===== config.mk =====
export PLATFORM = sky130hd
export DESIGN_NAME = syndrome_decoder_pipe
export DESIGN_NICKNAME = d
export VERILOG_FILES = /design/src/rtl/syndrome_decoder_pipe_pkg.sv /design/src/rtl/syndrome_decoder_pipe_syndrome_calc.sv /design/src/rtl/syndrome_decoder_pipe.sv
export SDC_FILE = /design/constraint.sdc
export NUM_CORES = 1
export LEC_CHECK = 0
export CAP_MARGIN = 20
export CORE_UTILIZATION = 55
export DETAILED_ROUTE_END_ITERATION = 8
export HOLD_SLACK_MARGIN = 0.05
export PLACE_DENSITY_LB_ADDON = 0.08
export SLEW_MARGIN = 10
export SYNTH_ARGS = -nofsm -noshare
export SYNTH_HDL_FRONTEND = slang
export SYNTH_HIERARCHICAL = 1
export SYNTH_SLANG_ARGS = --single-unit

===== constraint.sdc =====
create_clock -name clk -period 3.6 [get_ports clk]
set_clock_uncertainty 0.2 [all_clocks]
set_input_delay 0.54 -clock clk [delete_from_list [all_inputs] [get_ports clk]]
set_output_delay 0.54 -clock clk [all_outputs]
set_load 0.02 [all_outputs]

===== src/rtl/syndrome_decoder_pipe_pkg.sv =====
// Shared definitions for the pipelined syndrome decoder: legacy (9,3) code
// constants and the parity-check column helpers used at elaboration time.
package syndrome_decoder_pipe_pkg;

    // Widest P matrix / syndrome the helper functions can describe.
    localparam int MAX_PM_W = 1024;
    localparam int MAX_R_W  = 64;

    // Legacy (9,3) code: data bit i feeds parity bit j when bit i*6+j is set.
    localparam int              LEGACY_N        = 9;
    localparam int              LEGACY_K        = 3;
    localparam logic [17:0]     LEGACY_P_MATRIX = 18'h1D6AE;

    // Column c of H = [P^T | I]: a P row for data columns, one-hot for parity columns.
    function automatic logic [MAX_R_W-1:0] h_column(
        input logic [MAX_PM_W-1:0] pm,
        input int                  n,
        input int                  k,
        input int                  c
    );
        logic [MAX_R_W-1:0] col;
        col = {MAX_R_W{1'b0}};
        if (c < k) begin
            for (int j = 0; j < n - k; j++) begin
                col[j] = pm[c * (n - k) + j];
            end
        end else begin
            col[c - k] = 1'b1;
        end
        return col;
    endfunction

    // True when every H column is non-zero and no two columns are equal,
    // i.e. every single-bit error has a unique, non-zero syndrome.
    function automatic bit h_columns_distinct(
        input logic [MAX_PM_W-1:0] pm,
        input int                  n,
        input int                  k
    );
        bit ok;
        ok = 1'b1;
        for (int a = 0; a < n; a++) begin
            if (h_column(pm, n, k, a) == {MAX_R_W{1'b0}}) begin
                ok = 1'b0;
            end else begin
                ok = ok;
            end
            for (int b = a + 1; b < n; b++) begin
                if (h_column(pm, n, k, a) == h_column(pm, n, k, b)) begin
                    ok = 1'b0;
                end else begin
                    ok = ok;
                end
            end
        end
        return ok;
    endfunction

endpackage


===== src/rtl/syndrome_decoder_pipe_syndrome_calc.sv =====
// Combinational syndrome generator: s = H * cw over GF(2).
module syndrome_calc
    import syndrome_decoder_pipe_pkg::*;
#(
    parameter int                 N        = LEGACY_N,
    parameter int                 K        = LEGACY_K,
    parameter logic [K*(N-K)-1:0] P_MATRIX = LEGACY_P_MATRIX
) (
    input  logic [N-1:0]   cw,
    output logic [N-K-1:0] syn
);

    localparam int                    R      = N - K;
    localparam logic [MAX_PM_W-1:0]   PM_EXT = MAX_PM_W'(P_MATRIX);

    logic [R-1:0] col_s [N];

    for (genvar c = 0; c < N; c++) begin : g_col
        localparam logic [MAX_R_W-1:0] COL_W = h_column(PM_EXT, N, K, c);
        assign col_s[c] = COL_W[R-1:0];
    end

    // XOR together the H columns selected by the set codeword bits.
    always_comb begin
        syn = {R{1'b0}};
        for (int c = 0; c < N; c++) begin
            syn = syn ^ (col_s[c] & {R{cw[c]}});
        end
    end

endmodule


===== src/rtl/syndrome_decoder_pipe.sv =====
// Two-stage syndrome decoder: S1 registers the word and its syndrome, S2
// matches the syndrome against H, corrects a single data error and keeps
// saturating corrected/uncorrectable counters.
module syndrome_decoder_pipe
    import syndrome_decoder_pipe_pkg::*;
#(
    parameter int                 N        = LEGACY_N,
    parameter int                 K        = LEGACY_K,
    parameter logic [K*(N-K)-1:0] P_MATRIX = LEGACY_P_MATRIX,
    parameter int                 CNT_W    = 16
) (
    input  logic             clk,
    input  logic             rst_n,
    input  logic             in_valid,
    output logic             in_ready,
    input  logic [N-1:0]     in_cw,
    input  logic             correct_en,
    output logic             out_valid,
    input  logic             out_ready,
    output logic [K-1:0]     out_data,
    output logic [N-K-1:0]   out_syndrome,
    output logic             out_corr,
    output logic             out_uncorr,
    input  logic             cnt_clr,
    output logic [CNT_W-1:0] corr_cnt,
    output logic [CNT_W-1:0] uncorr_cnt
);

    localparam int                  R       = N - K;
    localparam int                  IDX_W   = $clog2(N);
    localparam logic [MAX_PM_W-1:0] PM_EXT  = MAX_PM_W'(P_MATRIX);
    localparam bit                  H_OK    = h_columns_distinct(PM_EXT, N, K);
    localparam logic [CNT_W-1:0]    CNT_MAX = {CNT_W{1'b1}};

    if ((K < 1) || (K >= N)) begin : g_bad_k
        $error("syndrome_decoder_pipe: K must satisfy 1 <= K < N");
    end else if ((R > MAX_R_W) || (K * R > MAX_PM_W)) begin : g_too_wide
        $error("syndrome_decoder_pipe: code too wide for the H helpers");
    end else if (!H_OK) begin : g_bad_h
        $error("syndrome_decoder_pipe: H columns must be non-zero and distinct");
    end

    // Stage registers
    logic             ready_en_r;
    logic             s1_valid_r;
    logic [N-1:0]     s1_cw_r;
    logic             s1_ce_r;
    logic [R-1:0]     s1_syn_r;
    logic             out_valid_r;
    logic [K-1:0]     out_data_r;
    logic [R-1:0]     out_syn_r;
    logic             out_corr_r;
    logic             out_uncorr_r;
    logic [CNT_W-1:0] corr_cnt_r;
    logic [CNT_W-1:0] uncorr_cnt_r;

    // Combinational signals
    logic [R-1:0]     syn_s;
    logic             s2_load_s;
    logic             in_fire_s;
    logic             out_fire_s;
    logic [R-1:0]     h_col_s [N];
    logic [N-1:0]     hit_s;
    logic             found_s;
    logic [IDX_W-1:0] idx_s;
    logic             zero_s;
    logic             corr_s;
    logic             uncorr_s;
    logic [K-1:0]     data_s;

    syndrome_calc #(
        .N        (N),
        .K        (K),
        .P_MATRIX (P_MATRIX)
    ) u_syndrome_calc (
        .cw  (in_cw),
        .syn (syn_s)
    );

    for (genvar c = 0; c < N; c++) begin : g_match
        localparam logic [MAX_R_W-1:0] COL_W = h_column(PM_EXT, N, K, c);
        assign h_col_s[c] = COL_W[R-1:0];
        assign hit_s[c]   = (s1_syn_r == h_col_s[c]);
    end

    // S2 may take a new word whenever the output slot is empty or being drained.
    assign s2_load_s  = ~out_valid_r | out_ready;
    assign in_ready   = ready_en_r & (~s1_valid_r | s2_load_s);
    assign in_fire_s  = in_valid & in_ready;
    assign out_fire_s = out_valid_r & out_ready;

    // Lowest matching H column wins when resolving the error position.
    always_comb begin
        idx_s = {IDX_W{1'b0}};
        for (int c = N - 1; c >= 0; c--) begin
            idx_s = hit_s[c] ? IDX_W'(c) : idx_s;
        end
        found_s = |hit_s;
    end

    // Classify the S1 word and flip the erroneous data bit when allowed.
    always_comb begin
        zero_s   = (s1_syn_r == {R{1'b0}});
        corr_s   = ~zero_s & found_s;
        uncorr_s = ~zero_s & ~found_s;
        data_s   = s1_cw_r[K-1:0];
        for (int i = 0; i < K; i++) begin
            data_s[i] = data_s[i] ^ (corr_s & s1_ce_r & (idx_s == IDX_W'(i)));
        end
    end

    // Hold in_ready low through reset and enable it from the first clock after release.
    always_ff @(posedge clk or negedge rst_n) begin
        if (!rst_n) begin
            ready_en_r <= 1'b0;
        end else begin
            ready_en_r <= 1'b1;
        end
    end

    // S1: capture the accepted word with its syndrome; empty when it moves on.
    always_ff @(posedge clk or negedge rst_n) begin
        if (!rst_n) begin
            s1_valid_r <= 1'b0;
            s1_cw_r    <= {N{1'b0}};
            s1_ce_r    <= 1'b0;
            s1_syn_r   <= {R{1'b0}};
        end else if (in_fire_s) begin
            s1_valid_r <= 1'b1;
            s1_cw_r    <= in_cw;
            s1_ce_r    <= correct_en;
            s1_syn_r   <= syn_s;
        end else if (s2_load_s) begin
            s1_valid_r <= 1'b0;
        end else begin
            s1_valid_r <= s1_valid_r;
        end
    end

    // S2: output register, frozen while the consumer stalls.
    always_ff @(posedge clk or negedge rst_n) begin
        if (!rst_n) begin
            out_valid_r  <= 1'b0;
            out_data_r   <= {K{1'b0}};
            out_syn_r    <= {R{1'b0}};
            out_corr_r   <= 1'b0;
            out_uncorr_r <= 1'b0;
        end else if (s2_load_s) begin
            out_valid_r <= s1_valid_r;
            if (s1_valid_r) begin
                out_data_r   <= data_s;
                out_syn_r    <= s1_syn_r;
                out_corr_r   <= corr_s;
                out_uncorr_r <= uncorr_s;
            end else begin
                out_data_r   <= out_data_r;
                out_syn_r    <= out_syn_r;
                out_corr_r   <= out_corr_r;
                out_uncorr_r <= out_uncorr_r;
            end
        end else begin
            out_valid_r <= out_valid_r;
        end
    end

    // Saturating delivery counters; a clear overrides a same-cycle increment.
    always_ff @(posedge clk or negedge rst_n) begin
        if (!rst_n) begin
            corr_cnt_r   <= {CNT_W{1'b0}};
            uncorr_cnt_r <= {CNT_W{1'b0}};
        end else if (cnt_clr) begin
            corr_cnt_r   <= {CNT_W{1'b0}};
            uncorr_cnt_r <= {CNT_W{1'b0}};
        end else begin
            if (out_fire_s && out_corr_r && (corr_cnt_r != CNT_MAX)) begin
                corr_cnt_r <= corr_cnt_r + {{(CNT_W-1){1'b0}}, 1'b1};
            end else begin
                corr_cnt_r <= corr_cnt_r;
            end
            if (out_fire_s && out_uncorr_r && (uncorr_cnt_r != CNT_MAX)) begin
                uncorr_cnt_r <= uncorr_cnt_r + {{(CNT_W-1){1'b0}}, 1'b1};
            end else begin
                uncorr_cnt_r <= uncorr_cnt_r;
            end
        end
    end

    assign out_valid    = out_valid_r;
    assign out_data     = out_data_r;
    assign out_syndrome = out_syn_r;
    assign out_corr     = out_corr_r;
    assign out_uncorr   = out_uncorr_r;
    assign corr_cnt     = corr_cnt_r;
    assign uncorr_cnt   = uncorr_cnt_r;

endmodule


# Word level (Yosys, flattened, before mapping)
# Index checks and enable logic that the tools add are counted.
# classes
n_mux,15
eq_ne,13
n_reduce_logical,11
addsub,2
n_bitwise,26
# ops
operator,n
two-way mux 16 bit,4
two-way mux 4 bit,9
adder 16 x 1 -> 16 bit (second input constant),2
inequality test 16 bit (second input constant),2
equality test 6 x 5 -> 1 bit (second input constant),3
bitwise XOR 6 x 5 -> 6 bit,3
equality test 6 bit (second input constant),2
AND 1 bit,9
OR reduction 9 bit,1
equality test 6 x 1 -> 1 bit (second input constant),1
equality test 6 x 2 -> 1 bit (second input constant),1
equality test 6 x 3 -> 1 bit (second input constant),1
equality test 6 x 4 -> 1 bit (second input constant),1
zero test 6 bit,1
nonzero test 2 bit,3
bitwise XOR 6 x 1 -> 6 bit,1
bitwise XOR 6 x 2 -> 6 bit,1
bitwise XOR 6 x 3 -> 6 bit,1
bitwise XOR 6 x 4 -> 6 bit,1
bitwise XOR 6 bit,1
equality test 4 x 1 -> 1 bit (second input constant),1
equality test 4 x 2 -> 1 bit (second input constant),1
logical AND 1 bit,4
zero test 4 bit,1
5 further kinds,12
# word_totals
regBits,56
elab_cells,79

# Logic depth before layout (Yosys ltp)
# Gate-level depths: netlist of the first run.
# depth
depth_word,13
mapped_depth,7
mapped_depth_nobuf,6

# Cells and area by module
# Netlist of the first run, hierarchy kept.
# by_module_without_submodules
module,instances,area_per_inst_um2,cells_each,seq_area_each_um2
syndrome_decoder_pipe,1,3081.7,310,1401.3
syndrome_calc,1,87.6,10,0.0

# Least setup slack after synthesis of the first run
# OpenSTA, ideal clock, no wires.
# synth_timing
kind,register -> register
startpoint,"register corr_cnt_r[0], in the netlist corr_cnt[0]"
endpoint,"register corr_cnt_r[3], in the netlist corr_cnt[3]"
n_path_buf,0
required_ns,3.268
t_arrival_ns,1.747
stages_incl_launch_ff,7
setup_ns,0.132
path_slack_ns,1.521
synth_period_minus_slack_ns,2.079
path_cell_list,dfrtp_1 > ha_1 > nand2_2 > nor4_4 > a211oi_1 > xnor2_1 > nor2_1
# synth_between
elab_chain_cells,3
# synth_rtl
item,line,text
from (decl),syndrome_decoder_pipe.sv:54,logic [CNT_W-1:0] corr_cnt_r;
from (signal assigned),syndrome_decoder_pipe.sv:169,corr_cnt_r <= {CNT_W{1'b0}};
from (signal assigned),syndrome_decoder_pipe.sv:172,corr_cnt_r <= {CNT_W{1'b0}};
from (signal assigned),syndrome_decoder_pipe.sv:176,"corr_cnt_r <= corr_cnt_r + {{(CNT_W-1){1'b0}}, 1'b1};"
adder 16 x 1 -> 16 bit or inequality test 16 bit (tied branches),"syndrome_decoder_pipe.sv:176, syndrome_decoder_pipe.sv:175",
two-way mux 16 bit or logical AND 1 bit (tied branches),syndrome_decoder_pipe.sv:175,if (out_fire_s && out_corr_r && (corr_cnt_r != CNT_MAX)) begin
two-way mux 16 bit or nonzero test 2 bit (tied branches),-,
# Several ways; a longest one is shown, not always the timed one. The select of a mux whose other input is x is not followed.
# A chain may end at the register's enable or synchronous reset.

# Worst setup path after layout of the first run
# layout_timing
startpoint,input out_ready
endpoint,output in_ready
# layout_between
elab_chain_cells,3
# layout_rtl
item,line,text
from (decl),syndrome_decoder_pipe.sv:19,"input logic out_ready,"
OR 1 bit,syndrome_decoder_pipe.sv:87,assign s2_load_s = ~out_valid_r | out_ready;
OR 1 bit,syndrome_decoder_pipe.sv:88,assign in_ready = ready_en_r & (~s1_valid_r | s2_load_s);
AND 1 bit,syndrome_decoder_pipe.sv:88,
to (decl),syndrome_decoder_pipe.sv:15,"output logic in_ready,"
# No other way between the ends.

==> summary.md, run 1 <==
| Metric | Value |
|---|---|
| Post-synth EDFFs | `0` |
| CP Capture Type | `primary output` |
| Detailed Place HPWL | `4.61 mm` |
| First-pass iteration count of the detailed router | `4` |
| Final hold slack | `0.105 ns` |
| ANT cells | `0` |
| Post-Synth XOR/XNOR Area | `10.9%` |
| Total Routed Length | `6.56 mm` |
| Worst-path cell chain | `clkdlybuf4s50_1 > nand3b_1 > and2_1 > clkdlybuf4s50_1` |
| Vias in the first global route | `2,349` |
| Setup TNS | `0 ns` |
| CP required | `2.86 ns` |
| Max-slew headroom | `45.8%` |
| FP Rows | `27` |
| Starting Density | `57.2%` |
| Seq/Total Area, Yosys | `44.2%` |
| Nets@finish | `388` |
| Placer Congestion | `0.800` |
| Vias post-DR | `2,539` |
| Final setup fails | `0` |
| Core area | `5540 µm²` |
| Htree depth | `2` |
| Global route total overflow | `0` |
| Status | `finished, final reports clean` |
| Io pins | `60` |
| Main combinational cell family by area after synthesis | `simple AND/OR/NAND/NOR gates` |
| Cells after DPL | `436` |
| Crit start category | `input port` |
| DIE WIDTH | `77.9 µm` |
| IO Port Bufs | `59` |
| Syn Inst Count | `320` |
| PnR worst setup slack | `0.859 ns` |
| CTS tree | `yes` |
| Final Cycle Share | `76.1%` |
| Largest area contributor in the netlist | `dfrtp_1` |
| Worst Hold Class | `in2async` |
| Initial antenna violation count | `0` |
| Static Leak | `1.53 nW` |
| Largest net degree at the start of global routing | `36` |
| Post-Syn Area | `3170 µm²` |
| Worst slew pin tran | `0.812 ns` |
| Post-Syn Nets | `337` |
| Antenna Nets Post-Route | `0` |
| Final Hold Vio Count | `0` |
| PD cells | `443 nW/µm²` |
| Worst-Skew Late Latency | `0.31 ns` |
| Ys Warns | `6` |
| Die area | `6070 µm²` |
| Yosys reg bits | `56` |
| Tot GR Track Use | `23.0%` |
| Setup WS pre-CTS | `0.829 ns` |
| Fmax | `0.365 GHz` |
| Synth top area share | `44.2%` |
| Adder-Cell Fraction of Synth Area | `1.11%` |
| Post-CTS setup buffers | `0` |
| CTS root buffer | `clkbuf_8` |
| Clock Sinks | `56` |
| Finished Layout Cells | `444` |
| CTS Buffer Depth | `2` |
| Share of cells above drive strength 1 | `10.5%` |
| Area grow syn2layout | `22.5%` |
| First-pass GRT wire length | `11.0 mm` |
| Post-synth ARST share | `100%` |
| Design Power | `0.00172 W` |
| Crit path max fanout | `5` |
| Slowest CP cell | `clkdlybuf4s50_1` |
| RSZ-0062 raised after global routing | `no` |
| Crit path buffers/inverters | `2` |
| DRC | `0` |
| Reg clk slew, reported paths | `0.10 ns` |
| Top-count cell post-synth | `dfrtp_1` |
| Routed vias/inst | `5.72` |
| Crit Path Category | `in2out` |
| Worst path arrival time | `2.00 ns` |
| WL/cell | `14.8 µm` |
| Post-synthesis mux area share | `5.25%` |
| Post-CTS Hold Fix Bufs | `0` |
| Synth top cells by count | `56 x dfrtp_1, 34 x nor2_1, 26 x nand2_1` |
| Dominant cells by area after synthesis | `dfrtp_1 44%, xnor2_1 6.4%, mux2_2 4.6%, nor2_1 4.0%, xor2_1 3.9%` |
| Compound-Gate Fraction of Synth Area | `11.9%` |
| Synth unique cells | `56` |
| Crit path max-delay family | `buffers and inverters` |
| Minimum clock period | `2.74 ns` |
| Slew Viols, Final | `0` |
| Initial drt markers | `72` |
| Post-cts resize count | `0` |
| Chip height | `77.9 µm` |
| Mapped Avg Cell Area | `9.90 µm²` |
| Number of buffers created by CTS | `5` |
| Peak supply drop | `0.327 mV` |
| Worst path most repeated cell | `clkdlybuf4s50_1` |
| Synth Area in Simple Gates | `22.3%` |
| Max stage delay on crit path | `0.61 ns` |
| Top FF cell, synth | `dfrtp_1` |
| MaxCap Viol Count | `0` |
[registers in the layout, indices dropped and copies added (netlist names)]
| name | count |
|---|---|
| ready_en_r | 1 |
| out_valid | 1 |
| s1_valid_r | 1 |
| s1_syn_r | 6 |
| s1_cw_r | 3 |
| out_uncorr | 1 |
| corr_cnt | 16 |
| uncorr_cnt | 16 |
| out_corr | 1 |
| out_syndrome | 6 |
| s1_ce_r | 1 |
| out_data | 3 |
[cells by family (layout without fill, tap and decap cells)]
kind of cell               after synthesis  in the layout
other                                    1              1
muxes                                   15             15
AOI/OAI and AO/OA                       51             51
adders and majority gates                3              3
DFF                                     56             56
xor gates and xnor gates                38             38
buffers and inverters                   25             77
and+or+nand+nor                        131            131
[per-stage QoR]
step                util [%]  cell area (µm²)
floorplan                  -             3170
global placement        67.8             3760
detailed placement      67.8             3760
CTS                     70.1             3880
global route            70.1             3880
finish                  70.1             3880
[cell usage in the layout, fill, tap and decap left out, drive strengths merged, types with 7 or more instances in the layout]
cell type	n
inv	8
mux2	13
dfrtp	56
nand2	27
clkbuf	7
xnor2	23
clkdlybuf4s50	58
a211oi	7
nand3	18
nor2	35
nand4	7
o21ai	9
xor2	14
a21oi	12
[worst reg2reg max path, stage by stage, from the launching register on]
cell and delay [ns]:
dfrtp_1 0.43, nand3_1 0.40, nor4_1 0.64, nand4_1 0.18
xor2_1 0.17, nor2_1 0.05
[metal layers]
layer,part of all wire (%),track usage (%)
met5,0,0
met2,49,38.1
met1,47,31.0
met3,3.0,4.12
met4,0.58,6.48
[power by group]
part	switching, W	total [W]	internal [W]	leakage, nW
Sequential	0.000110	0.000814	0.000705	0.734
Combinational	0.000221	0.000455	0.000233	0.732
Clock	0.000205	0.000451	0.000246	0.0645
[worst paths after layout]
kind / endpoint / from / slack [ns] / cells after the start
setup / recovery: in_ready / out_ready / 0.86 / 4
hold / removal: uncorr_cnt[8]$_DFFE_PN0P_ / rst_n / 0.10 / 1
setup reg to reg: corr_cnt[12]$_DFFE_PN0P_ / out_valid$_DFFE_PN0N_ / 1.42 / 5
hold reg to reg: out_syndrome[3]$_DFFE_PN0P_ / out_syndrome[3]$_DFFE_PN0P_ / 0.29 / 2
max in group asynchronous: uncorr_cnt[10]$_DFFE_PN0P_ / rst_n / 2.30 / 2
min in group clk: out_syndrome[3]$_DFFE_PN0P_ / out_syndrome[3]$_DFFE_PN0P_ / 0.29 / 2
[layout make-up]
| type | count | area (µm²) |
|---|---|---|
| Clock inverter | 1 | 30.0 |
| Inverter | 8 | 30.0 |
| Timing Repair Buffer | 61 | 601 |
| Multi-Input combinational cell | 239 | 1630 |
| Fill cell | 442 | 1660 |
| Tap cell | 72 | 90.1 |
| Clock buffer | 7 | 96.3 |
| Sequential cell | 56 | 1400 |
Note: power is estimated with default switching activity, not from simulation.
==> run 2: changes to the inputs <==
--- a/config.mk
+++ b/config.mk
@@ -6,7 +6,7 @@
 export NUM_CORES = 1
 export LEC_CHECK = 0
 export CAP_MARGIN = 20
-export CORE_UTILIZATION = 55
+export CORE_UTILIZATION = 52
 export DETAILED_ROUTE_END_ITERATION = 8
 export HOLD_SLACK_MARGIN = 0.05
 export PLACE_DENSITY_LB_ADDON = 0.08
==> constraint.sdc (replaced) <==
create_clock -name clk -period 2.8 [get_ports clk]
set_clock_uncertainty 0.2 [all_clocks]
set_input_delay 0.42 -clock clk [delete_from_list [all_inputs] [get_ports clk]]
set_output_delay 0.42 -clock clk [all_outputs]
set_load 0.02 [all_outputs]
==> run 2 against run 1 <==
Cell count is 0.90% higher. Combinational power rose by 28%. Sequential share of layout area is 0.058 points lower. Via count is 0.59% higher. Clock power increased by 24%. Sequential cell count unchanged.
==> summary.md, run 2 (synthesis results as in run 1) <==
| Metric | Value |
|---|---|
| Status | `finished, final reports clean` |
| Max stage delay on crit path | `0.60 ns (about the same)` |
| Setup WS pre-CTS | `0.264 ns (-0.565 ns)` |
| FP Rows | `28 (+3.7%)` |
| First-pass iteration count of the detailed router | `4 (unchanged)` |
| Slowest CP cell | `clkdlybuf4s50_1` |
| Reg2reg start | `corr_cnt[0]$_DFFE_PN0P_` |
| Crit path max-delay family | `buffers and inverters` |
| Area grow syn2layout | `22.7%` |
| Core area | `5890 µm² (+6.2%)` |
| Reg clk slew, reported paths | `0.10 ns (about the same)` |
| Commonest non-fill, non-tap cell in the layout | `clkdlybuf4s50_1` |
| Crit path buffers/inverters | `2 (unchanged)` |
| CTS tree | `yes` |
| Worst path arrival time | `1.93 ns (-0.07 ns)` |
| DRC | `0 (unchanged)` |
| Die area | `6410 µm² (+5.6%)` |
| Finished Core Util | `66.1% (-4.0 points)` |
| Final hold slack | `0.0430 ns (-0.0617 ns)` |
| First-pass GRT wire length | `11.0 mm (-0.82%)` |
| CP Capture Type | `primary output` |
| Chip height | `80.1 µm (+2.8%)` |
| Fmax | `0.392 GHz` |
| Number of buffers created by CTS | `5 (unchanged)` |
| Most frequent cells in the layout | `58 x clkdlybuf4s50_1, 56 x dfrtp_1, 34 x nor2_1, 26 x nand2_1, 23 x xnor2_1` |
| Peak supply drop | `0.421 mV (+29%)` |
| Initial drt markers | `161 (+120%)` |
| MaxCap Viol Count | `0 (unchanged)` |
| Worst-Skew Late Latency | `0.30 ns (about the same)` |
| Io pins | `60 (unchanged)` |
| Crit path capture | `in_ready` |
| Max-slew headroom | `52.8% (+6.9 points)` |
| Largest net degree at the start of global routing | `57 (+58%)` |
| Worst slew pin tran | `0.708 ns (-0.104 ns)` |
| Detailed Place HPWL | `4.51 mm (-2.1%)` |
| Vias in the first global route | `2,432 (+3.5%)` |
| Worst r2r dst | `corr_cnt[2]$_DFFE_PN0P_` |
| Final Hold Vio Count | `0 (unchanged)` |
| Crit start category | `input port` |
| IO Port Bufs | `59 (unchanged)` |
| Placer Congestion | `0.830 (+3.7%)` |
| Setup TNS | `0 ns (unchanged)` |
| CP Depth | `4 (unchanged)` |
| Crit path max fanout | `5 (unchanged)` |
| Total Routed Length | `6.37 mm (-2.9%)` |
| Global route total overflow | `0 (unchanged)` |
| Antenna Nets Post-Route | `0 (unchanged)` |
| PnR worst setup slack | `0.246 ns (-0.613 ns)` |
| Clk pwr share | `25.6% (-0.6 points)` |
| CTS root buffer | `clkbuf_8` |
| Htree depth | `2 (unchanged)` |
| DIE WIDTH | `80.1 µm (+2.8%)` |
| Slew Viols, Final | `0 (unchanged)` |
| Post-CTS setup buffers | `0 (unchanged)` |
| Minimum clock period | `2.55 ns` |
| Sw Ratio | `31.3% (+0.11 points)` |
| Post-CTS Hold Fix Bufs | `0 (unchanged)` |
| Worst Setup SP | `out_ready` |
| ANT cells | `0 (unchanged)` |
| Routed vias/inst | `5.70 (-0.31%)` |
| Share of cells above drive strength 1 | `10.7% (+0.24 points)` |
| Nets@finish | `389 (+0.26%)` |
| Combinational share of power | `26.6% (+0.2 points)` |
| Design Power | `0.00218 W (+27%)` |
| Final setup fails | `0 (unchanged)` |
| Reg2Reg Depth | `6 (+1)` |
| RSZ-0062 raised after global routing | `no` |
| Crit Path Category | `in2out` |
| Psw | `0.000683 W (+27%)` |
| Tot GR Track Use | `21.6% (-1.4 points)` |
| Post-cts resize count | `0 (unchanged)` |
| PD cells | `561 nW/µm² (+27%)` |
| Sequential power share | `47.8% (+0.4 points)` |
| CTS Buffer Depth | `2 (unchanged)` |
| R2R Setup Slk | `0.60 ns (-0.82 ns)` |
| Final Cycle Share | `91.2%` |
| Worst-path cell chain | `clkdlybuf4s50_1 > nand3b_1 > and2_1 > clkdlybuf4s50_1` |
| CP required | `2.18 ns (-0.68 ns)` |
| Static Leak | `1.53 nW (about the same)` |
| Starting Density | `53.8% (-3.4 points)` |
| Initial antenna violation count | `0 (unchanged)` |
| Pint | `0.00150 W (+27%)` |
| Clock Sinks | `56 (unchanged)` |
| Worst path most repeated cell | `clkdlybuf4s50_1` |
| Vias post-DR | `2,554 (+0.59%)` |
| Worst Hold Class | `in2async` |
| WL/cell | `14.2 µm (-3.7%)` |
## run 2: cell type report
cell class                 instances  area, µm²
clock buffer                       6       82.6
timing repair buffer              62        608
tap                               75       93.8
inverter                           8       30.0
sequential                        56       1400
multi-input combinational        239       1630
fill                             519       2000
clock inverter                     2       38.8
## run 2: routing by layer
metal,vias up,wire (µm),track usage [%]
li1,1243,-,-
met3,5,173,3.18
met2,45,3280,39.1
met5,-,0,0
met4,0,48,5.36
met1,1261,2870,26.8
## run 2: worst register-to-register path, cell delays in order, from the launching register on
cell and delay [ns]:
dfrtp_1 0.43, ha_1 0.22, nand2_2 0.16, nor4_4 0.67, a211oi_1 0.19, xnor2_1 0.17
nor2_1 0.05
## run 2: per-stage QoR
stage	area (µm²)	std cells
floorplan	3170	320
global placement	3770	440
detailed placement	3770	440
CTS	3890	448
global route	3890	448
finish	3890	448
## run 2: power by group through the flow
stage | logic [W] | registers [W] | clock network (W)
after global routing | 0.000627 | 0.00106 | 0.000605
after global placement | 0.000575 | 0.00105 | 0
after detailed placement | 0.000583 | 0.00106 | 0
final | 0.000581 | 0.00104 | 0.000559
after floorplan | 0.000366 | 0.00106 | 0
after CTS | 0.000586 | 0.00104 | 0.000570
## run 2: worst min-delay path by stage
stage / start / endpoint / slack (ns) / depth (start not counted)
finish: rst_n / out_syndrome[0]$_DFFE_PN0P_ / 0.04 / 2
global route: rst_n / corr_cnt[5]$_DFFE_PN0P_ / 0.11 / 2
CTS: rst_n / uncorr_cnt[13]$_DFFE_PN0P_ / 0.07 / 2
detailed placement: out_syndrome[0]$_DFFE_PN0P_ / out_syndrome[0]$_DFFE_PN0P_ / 0.28 / 2
global placement: out_syndrome[3]$_DFFE_PN0P_ / out_syndrome[3]$_DFFE_PN0P_ / 0.26 / 2
floorplan: rst_n / corr_cnt[0]$_DFFE_PN0P_ / -0.08 / 0
==> run 3: changes to the inputs <==
--- a/config.mk
+++ b/config.mk
@@ -5,7 +5,7 @@
 export SDC_FILE = /design/constraint.sdc
 export NUM_CORES = 1
 export LEC_CHECK = 0
-export CAP_MARGIN = 20
+export CAP_MARGIN = 40
 export CORE_UTILIZATION = 52
 export DETAILED_ROUTE_END_ITERATION = 8
 export HOLD_SLACK_MARGIN = 0.05
==> results of run 3 <==
No change in the layout: final DEF, timing and power equal those of run 2.
